**src/rtl/idu_decode_queue.sv**
```systemverilog
// Decode stage: DEPTH-entry instruction FIFO, RV32I head decode and a per-register
// pending-write scoreboard. Define IDU_BYPASS_EN to let an empty queue present in_* the same cycle.
module idu_decode_queue #(
    parameter int XLEN     = 32,
    parameter int DEPTH    = 2,
    parameter int NREG     = 32,
    parameter int SB_CNT_W = 2
) (
    input  logic                    clock,
    input  logic                    reset,
    input  logic                    in_valid,
    output logic                    in_ready,
    input  logic [31:0]             in_inst,
    input  logic [XLEN-1:0]         in_pc,
    input  logic                    flush,
    input  logic                    sb_clear,
    input  logic                    wb_valid,
    input  logic [4:0]              wb_rd,
    output logic                    out_valid,
    input  logic                    out_ready,
    output logic [31:0]             out_inst,
    output logic [XLEN-1:0]         out_pc,
    output logic [4:0]              out_rs1,
    output logic [4:0]              out_rs2,
    output logic [4:0]              out_rd,
    output logic [XLEN-1:0]         out_imm,
    output logic [2:0]              out_imm_type,
    output logic                    out_rd_wen,
    output logic                    out_mem_ren,
    output logic                    out_mem_wen,
    output logic                    out_branch,
    output logic                    out_jump,
    output logic                    out_ecall,
    output logic                    out_mret,
    output logic                    out_illegal,
    output logic [$clog2(DEPTH):0]  count
);
    localparam int PTR_W = $clog2(DEPTH);
    localparam int CNT_W = PTR_W + 1;
    localparam logic [CNT_W-1:0]    FULL_CNT = CNT_W'(DEPTH);
    localparam logic [SB_CNT_W-1:0] SB_MAX   = '1;

    localparam logic [6:0] OPC_LUI    = 7'b0110111;
    localparam logic [6:0] OPC_AUIPC  = 7'b0010111;
    localparam logic [6:0] OPC_JAL    = 7'b1101111;
    localparam logic [6:0] OPC_JALR   = 7'b1100111;
    localparam logic [6:0] OPC_BRANCH = 7'b1100011;
    localparam logic [6:0] OPC_LOAD   = 7'b0000011;
    localparam logic [6:0] OPC_STORE  = 7'b0100011;
    localparam logic [6:0] OPC_OPIMM  = 7'b0010011;
    localparam logic [6:0] OPC_OP     = 7'b0110011;
    localparam logic [6:0] OPC_FENCE  = 7'b0001111;
    localparam logic [6:0] OPC_SYSTEM = 7'b1110011;

    typedef enum logic [2:0] {
        IMM_NONE = 3'd0,
        IMM_I    = 3'd1,
        IMM_S    = 3'd2,
        IMM_B    = 3'd3,
        IMM_U    = 3'd4,
        IMM_J    = 3'd5
    } imm_type_e;

    logic [31:0]         inst_mem_q [DEPTH];
    logic [31:0]         inst_mem_d [DEPTH];
    logic [XLEN-1:0]     pc_mem_q   [DEPTH];
    logic [XLEN-1:0]     pc_mem_d   [DEPTH];
    logic [PTR_W-1:0]    rd_ptr_q, rd_ptr_d, wr_ptr_q, wr_ptr_d;
    logic [CNT_W-1:0]    count_q, count_d;
    logic [SB_CNT_W-1:0] sb_q [NREG];
    logic [SB_CNT_W-1:0] sb_d [NREG];

    logic            fifo_empty, bypass_sel, head_valid;
    logic [31:0]     head_inst;
    logic [XLEN-1:0] head_pc;
    logic [6:0]      opcode;
    logic [2:0]      funct3;
    logic            is_lui, is_auipc, is_jal, is_jalr, is_branch, is_load;
    logic            is_store, is_opimm, is_op, is_fence, is_system;
    logic            rd_wen_raw, rs1_used, rs2_used, bad_idx, hazard;
    logic [31:0]     imm32;
    imm_type_e       imm_type;
    logic [31:0]     sb_busy, sb_full;
    logic            dispatch, push, pop;

    assign fifo_empty = (count_q == '0);
    assign count      = count_q;

    // Head is the oldest queued entry; the bypass build can substitute the incoming word.
    always_comb begin
        bypass_sel = 1'b0;
        head_valid = !fifo_empty;
        head_inst  = fifo_empty ? '0 : inst_mem_q[rd_ptr_q];
        head_pc    = fifo_empty ? '0 : pc_mem_q[rd_ptr_q];
`ifdef IDU_BYPASS_EN
        if (fifo_empty && in_valid && !reset) begin
            bypass_sel = 1'b1;
            head_valid = 1'b1;
            head_inst  = in_inst;
            head_pc    = in_pc;
        end
`endif
    end

    always_comb begin
        opcode    = head_inst[6:0];
        funct3    = head_inst[14:12];
        is_lui    = head_valid && (opcode == OPC_LUI);
        is_auipc  = head_valid && (opcode == OPC_AUIPC);
        is_jal    = head_valid && (opcode == OPC_JAL);
        is_jalr   = head_valid && (opcode == OPC_JALR);
        is_branch = head_valid && (opcode == OPC_BRANCH);
        is_load   = head_valid && (opcode == OPC_LOAD);
        is_store  = head_valid && (opcode == OPC_STORE);
        is_opimm  = head_valid && (opcode == OPC_OPIMM);
        is_op     = head_valid && (opcode == OPC_OP);
        is_fence  = head_valid && (opcode == OPC_FENCE);
        is_system = head_valid && (opcode == OPC_SYSTEM);

        out_inst = head_inst;
        out_pc   = head_pc;
        out_rd   = head_inst[11:7];
        out_rs1  = head_inst[19:15];
        out_rs2  = head_inst[24:20];

        rd_wen_raw = is_lui || is_auipc || is_jal || is_jalr || is_load || is_opimm || is_op
                     || (is_system && funct3 != 3'd0);
        rs1_used   = is_jalr || is_branch || is_load || is_store || is_opimm || is_op
                     || (is_system && (funct3 == 3'd1 || funct3 == 3'd2 || funct3 == 3'd3));
        rs2_used   = is_branch || is_store || is_op;
        bad_idx    = (rs1_used && int'(out_rs1) >= NREG) || (rs2_used && int'(out_rs2) >= NREG)
                     || (rd_wen_raw && int'(out_rd) >= NREG);
        out_illegal = head_valid && (!(is_lui || is_auipc || is_jal || is_jalr || is_branch
                     || is_load || is_store || is_opimm || is_op || is_fence || is_system) || bad_idx);

        out_rd_wen  = rd_wen_raw && (out_rd != 5'd0) && !out_illegal;
        out_mem_ren = is_load && !out_illegal;
        out_mem_wen = is_store && !out_illegal;
        out_branch  = is_branch;
        out_jump    = is_jal || is_jalr;
        out_ecall   = head_valid && (head_inst == 32'h0000_0073);
        out_mret    = head_valid && (head_inst == 32'h3020_0073);

        imm32    = '0;
        imm_type = IMM_NONE;
        if (is_jalr || is_load || is_opimm || is_system) begin
            imm32    = {{20{head_inst[31]}}, head_inst[31:20]};
            imm_type = IMM_I;
        end else if (is_store) begin
            imm32    = {{20{head_inst[31]}}, head_inst[31:25], head_inst[11:7]};
            imm_type = IMM_S;
        end else if (is_branch) begin
            imm32    = {{19{head_inst[31]}}, head_inst[31], head_inst[7], head_inst[30:25],
                        head_inst[11:8], 1'b0};
            imm_type = IMM_B;
        end else if (is_lui || is_auipc) begin
            imm32    = {head_inst[31:12], 12'b0};
            imm_type = IMM_U;
        end else if (is_jal) begin
            imm32    = {{11{head_inst[31]}}, head_inst[31], head_inst[19:12], head_inst[20],
                        head_inst[30:21], 1'b0};
            imm_type = IMM_J;
        end
        out_imm      = XLEN'($signed(imm32));
        out_imm_type = imm_type;
    end

    // Flatten the scoreboard into 32-entry flag vectors so any 5-bit index is safe to look up.
    for (genvar r = 0; r < 32; r++) begin : g_sb_flags
        if (r < NREG) begin : g_real
            assign sb_busy[r] = (sb_q[r] != '0);
            assign sb_full[r] = (sb_q[r] == SB_MAX);
        end else begin : g_none
            assign sb_busy[r] = 1'b0;
            assign sb_full[r] = 1'b0;
        end
    end

    assign hazard    = (rs1_used && out_rs1 != 5'd0 && sb_busy[out_rs1])
                     || (rs2_used && out_rs2 != 5'd0 && sb_busy[out_rs2])
                     || (out_rd_wen && sb_full[out_rd]);
    assign out_valid = head_valid && !hazard && !flush && !reset;
    assign in_ready  = !reset && (count_q != FULL_CNT);
    assign dispatch  = out_valid && out_ready;
    assign push      = in_valid && in_ready && !flush && !(bypass_sel && dispatch);
    assign pop       = dispatch && !bypass_sel;

    always_comb begin
        inst_mem_d = inst_mem_q;
        pc_mem_d   = pc_mem_q;
        wr_ptr_d   = wr_ptr_q;
        rd_ptr_d   = rd_ptr_q;
        count_d    = count_q;
        if (flush) begin
            wr_ptr_d = '0;
            rd_ptr_d = '0;
            count_d  = '0;
        end else begin
            if (push) begin
                inst_mem_d[wr_ptr_q] = in_inst;
                pc_mem_d[wr_ptr_q]   = in_pc;
                wr_ptr_d             = wr_ptr_q + PTR_W'(1);
            end
            if (pop) begin
                rd_ptr_d = rd_ptr_q + PTR_W'(1);
            end
            if (push && !pop) begin
                count_d = count_q + CNT_W'(1);
            end else if (pop && !push) begin
                count_d = count_q - CNT_W'(1);
            end
        end
    end

    // Dispatch of a writer and its own writeback in one cycle cancel out.
    always_comb begin
        for (int r = 0; r < NREG; r++) begin
            sb_d[r] = sb_q[r];
            if (sb_clear) begin
                sb_d[r] = '0;
            end else if ((dispatch && out_rd_wen && int'(out_rd) == r)
                         && !(wb_valid && wb_rd != 5'd0 && int'(wb_rd) == r)) begin
                sb_d[r] = sb_q[r] + SB_CNT_W'(1);
            end else if ((wb_valid && wb_rd != 5'd0 && int'(wb_rd) == r)
                         && !(dispatch && out_rd_wen && int'(out_rd) == r)
                         && sb_q[r] != '0) begin
                sb_d[r] = sb_q[r] - SB_CNT_W'(1);
            end
        end
    end

    always_ff @(posedge clock) begin
        if (reset) begin
            inst_mem_q <= '{default: '0};
            pc_mem_q   <= '{default: '0};
            wr_ptr_q   <= '0;
            rd_ptr_q   <= '0;
            count_q    <= '0;
            sb_q       <= '{default: '0};
        end else begin
            inst_mem_q <= inst_mem_d;
            pc_mem_q   <= pc_mem_d;
            wr_ptr_q   <= wr_ptr_d;
            rd_ptr_q   <= rd_ptr_d;
            count_q    <= count_d;
            sb_q       <= sb_d;
        end
    end

endmodule

```
**config.mk**
```make
export PLATFORM = sky130hd
export DESIGN_NAME = idu_decode_queue
export DESIGN_NICKNAME = d
export VERILOG_FILES = /design/src/rtl/idu_decode_queue.sv
export SDC_FILE = /design/constraint.sdc
export NUM_CORES = 1
export LEC_CHECK = 0
export CAP_MARGIN = 20
export CORE_MARGIN = 4
export CORE_UTILIZATION = 45
export CTS_BUF_LIST = sky130_fd_sc_hd__clkbuf_8
export DETAILED_ROUTE_END_ITERATION = 16
export PLACE_DENSITY_LB_ADDON = 0.3
export SETUP_SLACK_MARGIN = 0.2
export SLEW_MARGIN = 20
export SYNTH_ARGS = -nofsm -noshare
export SYNTH_HDL_FRONTEND = slang
export SYNTH_SLANG_ARGS = --single-unit
```
**constraint.sdc**
```tcl
create_clock -name clock -period 3.8 [get_ports clock]
set_input_delay 0.57 -clock clock [delete_from_list [all_inputs] [get_ports clock]]
set_output_delay 0.57 -clock clock [all_outputs]
set_load 0.02 [all_outputs]
```
---- After elaboration in Yosys (flattened, before gate mapping) ----
Cells that the tools add are included.
word-level totals
  register bits after elaboration ......... 196
  bits in latches ......................... 0
  RAM bits ................................ 0
  ROM bits ................................ 0
  input bits .............................. 76
  output and inout port bits .............. 126
  logic and storage cells ................. 696
  memories ................................ 0
cells by class
  add/subtract/negate cells ............... 68
  multiply operators ...................... 0
  divide/modulo/power cells ............... 0
  order comparisons ....................... 6
  equal/unequal tests ..................... 111
  shift operators ......................... 0
  mux-type cells .......................... 94
  bitwise logic cells ..................... 3
  reductions and logical operators ........ 375
operator list
  operator              number
  $mux 32               14
  $logic_and 1x1->1     197
  $eq 5x5->1 const B    32
  $mux 2                66
  $reduce_bool 2->1     65
  $bwmux 64             2
  $eq 5x4->1 const B    16
  $logic_not 1->1       72
  $add 2x1->2 const B   33
  $sub 2x1->2 const B   33
  $eq 2x2->1 const B    32
  $eq 5x3->1 const B    8
  $demux 32 s1          1
  $eq 32x30->1 const B  1
  $eq 32x7->1 const B   1
  $logic_or 1x1->1      30
  $eq 7x7->1 const B    4
  $eq 7x6->1 const B    3
  $eq 5x2->1 const B    4
  $reduce_bool 5->1     4
  $lt 5x6->1 const B    3
  $bmux 1 s5            3
  $mux 3                5
  $eq 7x5->1 const B    2
  other kinds (17)      26

---- Depth between registers and ports, before layout ----
Gate-level depths: netlist of the first run.
  depth in word-level cells ............... 35
  depth in mapped cells ................... 20
  mapped depth without buffers ............ 15

---- Worst setup path after synthesis of the first run ----
No wires, ideal clock.
  path kind ............................... flip-flop to flip-flop
  start ................................... register count_q[0], in the netlist count[0]
  end ..................................... register count_q[1], in the netlist count[1]
  setup time .............................. 0.132 ns
  arrival ................................. 3.690 ns
  data required time ...................... 3.668 ns
  setup slack ............................. -0.022 ns
  cell stages (with the launch flop) ...... 18
  path buffers ............................ 3
  cells stage by stage .................... dfxtp_1 nor2_2 buf_2 or2_2 inv_1 o311ai_0 or4_1 o311ai_1 o221ai_2 buf_2 buf_2 nor3_1 inv_1 ha_1 xor2_1 nor2_1 xnor2_1 nor3_1
RTL lines
  element                                                                   line  RTL
  start, declared                                                           69    logic [CNT_W-1:0] count_q, count_d;
  start signal, assigned                                                    245   count_q <= count_d;
  $logic_not 2->1 *                                                         86    assign fifo_empty = (count_q == '0);
  $mux 32 *                                                                 93    head_inst = fifo_empty ? '0 : inst_mem_q[rd_ptr_q];
  net out_inst[22]                                                          21    output logic [31:0] out_inst,
  $bmux 1 s5 / $reduce_bool 5->1 (equally long branches)                    180   || (rs2_used && out_rs2 != 5'd0 && sb_busy[out_rs2])
  $mux 1 (not written as such) / $logic_and 1x1->1 (equally long branches)  180
  $logic_and 1x1->1 *                                                       180
  $logic_or 1x1->1 *                                                        180
  $logic_or 1x1->1 *                                                        181   || (out_rd_wen && sb_full[out_rd]);
  $logic_not 1->1 *                                                         182   assign out_valid = head_valid && !hazard && !flush && !reset;
  $logic_and 1x1->1 * (3 in series)                                         182
  $logic_and 1x1->1 *                                                       184   assign dispatch = out_valid && out_ready;
  $logic_not 1->1                                                           207   if (push && !pop) begin
  $logic_and 1x1->1                                                         207
  $mux 2 / $reduce_bool 2->1 (equally long branches)                        --
The timed path passes the listed nets; every way through them passes the cells marked *. The select of a mux whose other input is x is not followed.
A chain may end at the register's enable or synchronous reset.

---- Final worst setup path of the first run ----
  start ................................... register rd_ptr_q
  end ..................................... output port out_valid
between the ends
  longest elaborated chain between the ends .. 27
ends and longest elaborated chain
  element                                          line      RTL
  start, declared                                  68        logic [PTR_W-1:0] rd_ptr_q, rd_ptr_d, wr_ptr_q, wr_ptr_d;
  start signal, assigned                           244       rd_ptr_q <= rd_ptr_d;
  $not 1->2 (not written as such) *                93
  $mux 32 (not written as such) * (3 in series)    93
  $mux 32 *                                        93
  $eq 7x6->1 / $eq 7x5->1 (equally long branches)  108, 109
  $logic_and 1x1->1, on equally long branches      108, 109
  $logic_or 1x1->1 (3 in series)                   126, 133
  $logic_or 1x1->1                                 133       out_illegal = head_valid && (!(is_lui || is_auipc || is_jal || is_jalr || is_branch
  $logic_or 1x1->1 (6 in series)                   134       || is_load || is_store || is_opimm || is_op || is_fence || is_system) || bad_idx);
  $logic_not 1->1                                  133
  $logic_and 1x1->1                                133
  $logic_not 1->1                                  136       out_rd_wen = rd_wen_raw && (out_rd != 5'd0) && !out_illegal;
  $logic_and 1x1->1                                136
  $logic_and 1x1->1                                181
  $logic_or 1x1->1 *                               181
  $logic_not 1->1 *                                182
  $logic_and 1x1->1 * (3 in series)                182
  end, declared                                    19        output logic out_valid,
Every way passes the cells marked *; elsewhere a longest branch is shown, timed or not. The select of a mux whose other input is x is not followed.

==> results of run 1 <==
[worst paths after layout]
| kind | start | endpoint | slack (ps) | cells past startpoint |
|---|---|---|---|---|
| max | rd_ptr_q | out_valid | 50 | 11 |
| min | reset | pc_mem_q[56] | 420 | 2 |
| max reg2reg | rd_ptr_q | sb_q[36] | 120 | 13 |
| min reg2reg | pc_mem_q[47] | pc_mem_q[47] | 460 | 2 |
[metrics by stage]
step	worst slack (ps)	utilization [%]	hold slack [ps]
after floorplan	198	-	433
after global placement	-84.5	57.0	440
after detailed placement	-52.5	57.0	446
after CTS	45.0	59.9	382
after global routing	-47.0	61.2	398
final	51.1	61.2	416
[placed cells by master (no fill, tap or decap), types with 10 or more instances in the layout]
| cell type | count |
|---|---|
| a211o_1 | 19 |
| a211oi_1 | 16 |
| a21oi_1 | 156 |
| a31oi_1 | 10 |
| buf_2 | 17 |
| buf_4 | 118 |
| clkbuf_2 | 11 |
| clkbuf_8 | 17 |
| clkdlybuf4s50_1 | 160 |
| dfxtp_1 | 193 |
| inv_1 | 34 |
| mux2_2 | 15 |
| mux2i_1 | 54 |
| nand2_1 | 379 |
| nand2b_1 | 11 |
| nand3_1 | 45 |
| nand4_1 | 19 |
| nor2_1 | 145 |
| nor3_1 | 40 |
| nor4_1 | 12 |
| o2111ai_1 | 10 |
| o211ai_1 | 22 |
| o21ai_0 | 47 |
| o311ai_0 | 12 |
[registers in the layout, indices dropped and copies added, names as in the netlist]
| register | cells |
|---|---|
| pc_mem_q | 64 |
| sb_q | 64 |
| rd_ptr_q | 1 |
| inst_mem_q | 64 |
| count | 2 |
| wr_ptr_q | 1 |
[worst reg2reg max path, delay by kind of cell (launching register included)]
kind,cells,cell delay [ps]
and+or+nand+nor,6,2020
buffers and inverters,4,610
AOI/OAI and AO/OA,2,410
DFF,1,410
muxes,1,180
[kinds of logic after synthesis]
logic type               count (synthesis)  share of synthesized area (%)
adder cells (fa/ha/maj)                  1                          0.107
flip-flops                             196                           33.6
multiplexers                            79                           6.96
buffers and inverters                  170                           6.43
AND/OR/NAND/NOR                        770                           29.6
AO/OA/AOI/OAI                          402                           22.4
XOR/XNOR                                11                          0.826
[what timing repair did]
| item | CTS | global route |
|---|---|---|
| pin swaps | 3 | 27 |
| cloned | 0 | 2 |
| hold endpoints to repair | 0 | 0 |
| endpoints found under the setup margin | 55 | 86 |
| buffers inserted | 10 | 9 |
| resized for setup | 164 | 140 |
[Yosys cell counts, drive strengths merged, types with 24 or more instances]
library cell,count
clkbuf,80
nand2,386
inv,41
nor3,50
o311ai,24
a21oi,158
mux2i,62
nor2,154
buf,49
nand3,47
dfxtp,196
o21ai,59
[metal layers]
layer,vias up,wire length (microns)
li1,6225,-
met1,6237,19700
met2,678,19600
met3,108,4690
met4,2,1390
met5,-,13
[final cells by class]
type / count / area share [%]
Multi-Input combinational cell: 1264 / 49.0
Clock inverter: 15 / 1.18
Sequential cell: 196 / 25.4
Timing Repair Buffer: 330 / 19.3
Inverter: 41 / 1.05
Clock buffer: 17 / 1.51
Tap cell: 330 / 2.66
[report_power, final]
group          internal [mW]  switching [mW]
Combinational          0.158           0.222
Clock                  0.506           0.905
Sequential              2.08          0.0166
Total                   2.74            1.14
==> results.md, run 1 <==
- Drt first-iter violations: roughly 1600
- Highest Clock Rate: roughly 270 MHz
- Seq/Total Area, Yosys: around a third
- Critical path class: flop to output port
- Synthesized area: 11700 sq um
- Gr usage total: 30.2%
- Placed instance count: 2140
- H-tree Lvls: 4
- Slew margin rel.: just under 30%
- Power per cell area: between 200 and 300 nW/um^2
- Asr flop ratio synth: 0%
- Total number of vias: 13300
- Hold buffer count at cts: 0
- Clock slew at reported path FFs: 130 ps
- Detail Placement HPWL: 32.8 mm
- GR Overflow Total: 0
- RSZ-0062 raised after global routing: true
- Setup Skew: between 20 and 25 ps
- Setup crit end kind: output port
- Yosys top cell area share: between 30% and 40%
- Storage element area: a little under 4000 sq um
- ANT nets after route: 0
- Tmin final: roughly 3700 ps
- First-pass GRT wire length: 68.5 mm
- CP peak stage delay: about 530 ps
- Post-route cell area: around 15000 sq um
- GR peak layer: met2
- Setup violators final: 0
- Synth Net Count: between 1500 and 2000
- Vias in the first global route: between 10000 and 15000
- Number of flops mapped to enable cells by yosys: 0
- Dpl cell area: 14400 sq um
- Post-layout nets: between 1500 and 2000
- CTS tree: built
- Crit start category: flop
- Antenna violations before repair: 1
- Syn Area/Cell: 7.16 sq um
- Largest net degree at the start of global routing: 97
- CP max stage cell: or4b_4
- Cell Count, Final, Fillers Out: approximately 2200
- Met2 GRT Util: between 40 and 50%
- CP top delay family: simple AND/OR/NAND/NOR gates
- Row Count: 58
- Clk buf depth: 2
- VDD IR-drop max: 0.175 mV
- Post-route total power: approximately 3.9 mW
- N_diodes: 0
- Synth Warn #: 0
- Final setup TNS: 0 ps
- Syn Inst Count: 1629
- Main synth FF type: dfxtp_1
- Synth area leaders: dfxtp_1 (34%), nand2_1 (12%), a21oi_1 (6.8%), mux2i_1 (5.3%), nor2_1 (4.9%)
- Vias per inst: a little over 6
- Layout cell share with drive strength beyond 1: between 10% and 20%
- Worst path bufs/invs: 3
- LEAKAGE: approximately 5.3 nW
- Crit path cell chain: buf_4, buf_6, mux2i_4, or2_4, or4b_4, o221a_4, or2_4, nor2_2, nor2_2, and3_4, buf_4
- WP data arrival: roughly 3200 ps
- RD Place Congestion: 0.988
- Area growth syn-to-layout: 32.9%
- Met3 Track Usage GR: under 10%
- Slew Viols, Final: 0
- WL final: 45.4 mm
- Clock Latency Late Sink: ~500 ps
- Largest area contributor in the netlist: dfxtp_1
- Fin crit share: between 90% and 100%
- Required time worst endpoint: between 3000 and 4000 ps
- Port Buffers: between 200 and 250
- Initial Util: 46.0%
- Die Span X: approximately 170 microns
- I/O pin total: 202
- Critical Path Fanout Max: 8
- Die height: between 150 and 200 microns
- Core area: around 25000 sq um
- Tightest Pin Transition: between 1000 and 1500 ps
- Num CTS Buffers: 17
- Grt met1 use: 42.5%
- Outcome: finished, final reports clean
- Clk sinks: around 200
- Cell variety after synth: 78
- Clock Tree Root: clkbuf_8
- Class of the most critical hold timing path: input pin to flop
- Max Cap Violations: 0
- Fillers: around 2300
- Drt first pass iters: 7
- Synthesis-stage register bit count: around 200
- Footprint of the multi-input gates: ~7600 sq um
- Hold Fails Final Rpt: 0
- DR DRC count: 0
- Die Footprint: 28600 sq um
- WL/cell: 20.7 microns
Power figures use the tool's default switching activity.
==> run 2: changes to the inputs <==
- ABC_CLOCK_PERIOD_IN_PS: unset -> 3800
==> results of run 2 <==
No change in the layout: final DEF, timing and power equal those of run 1.
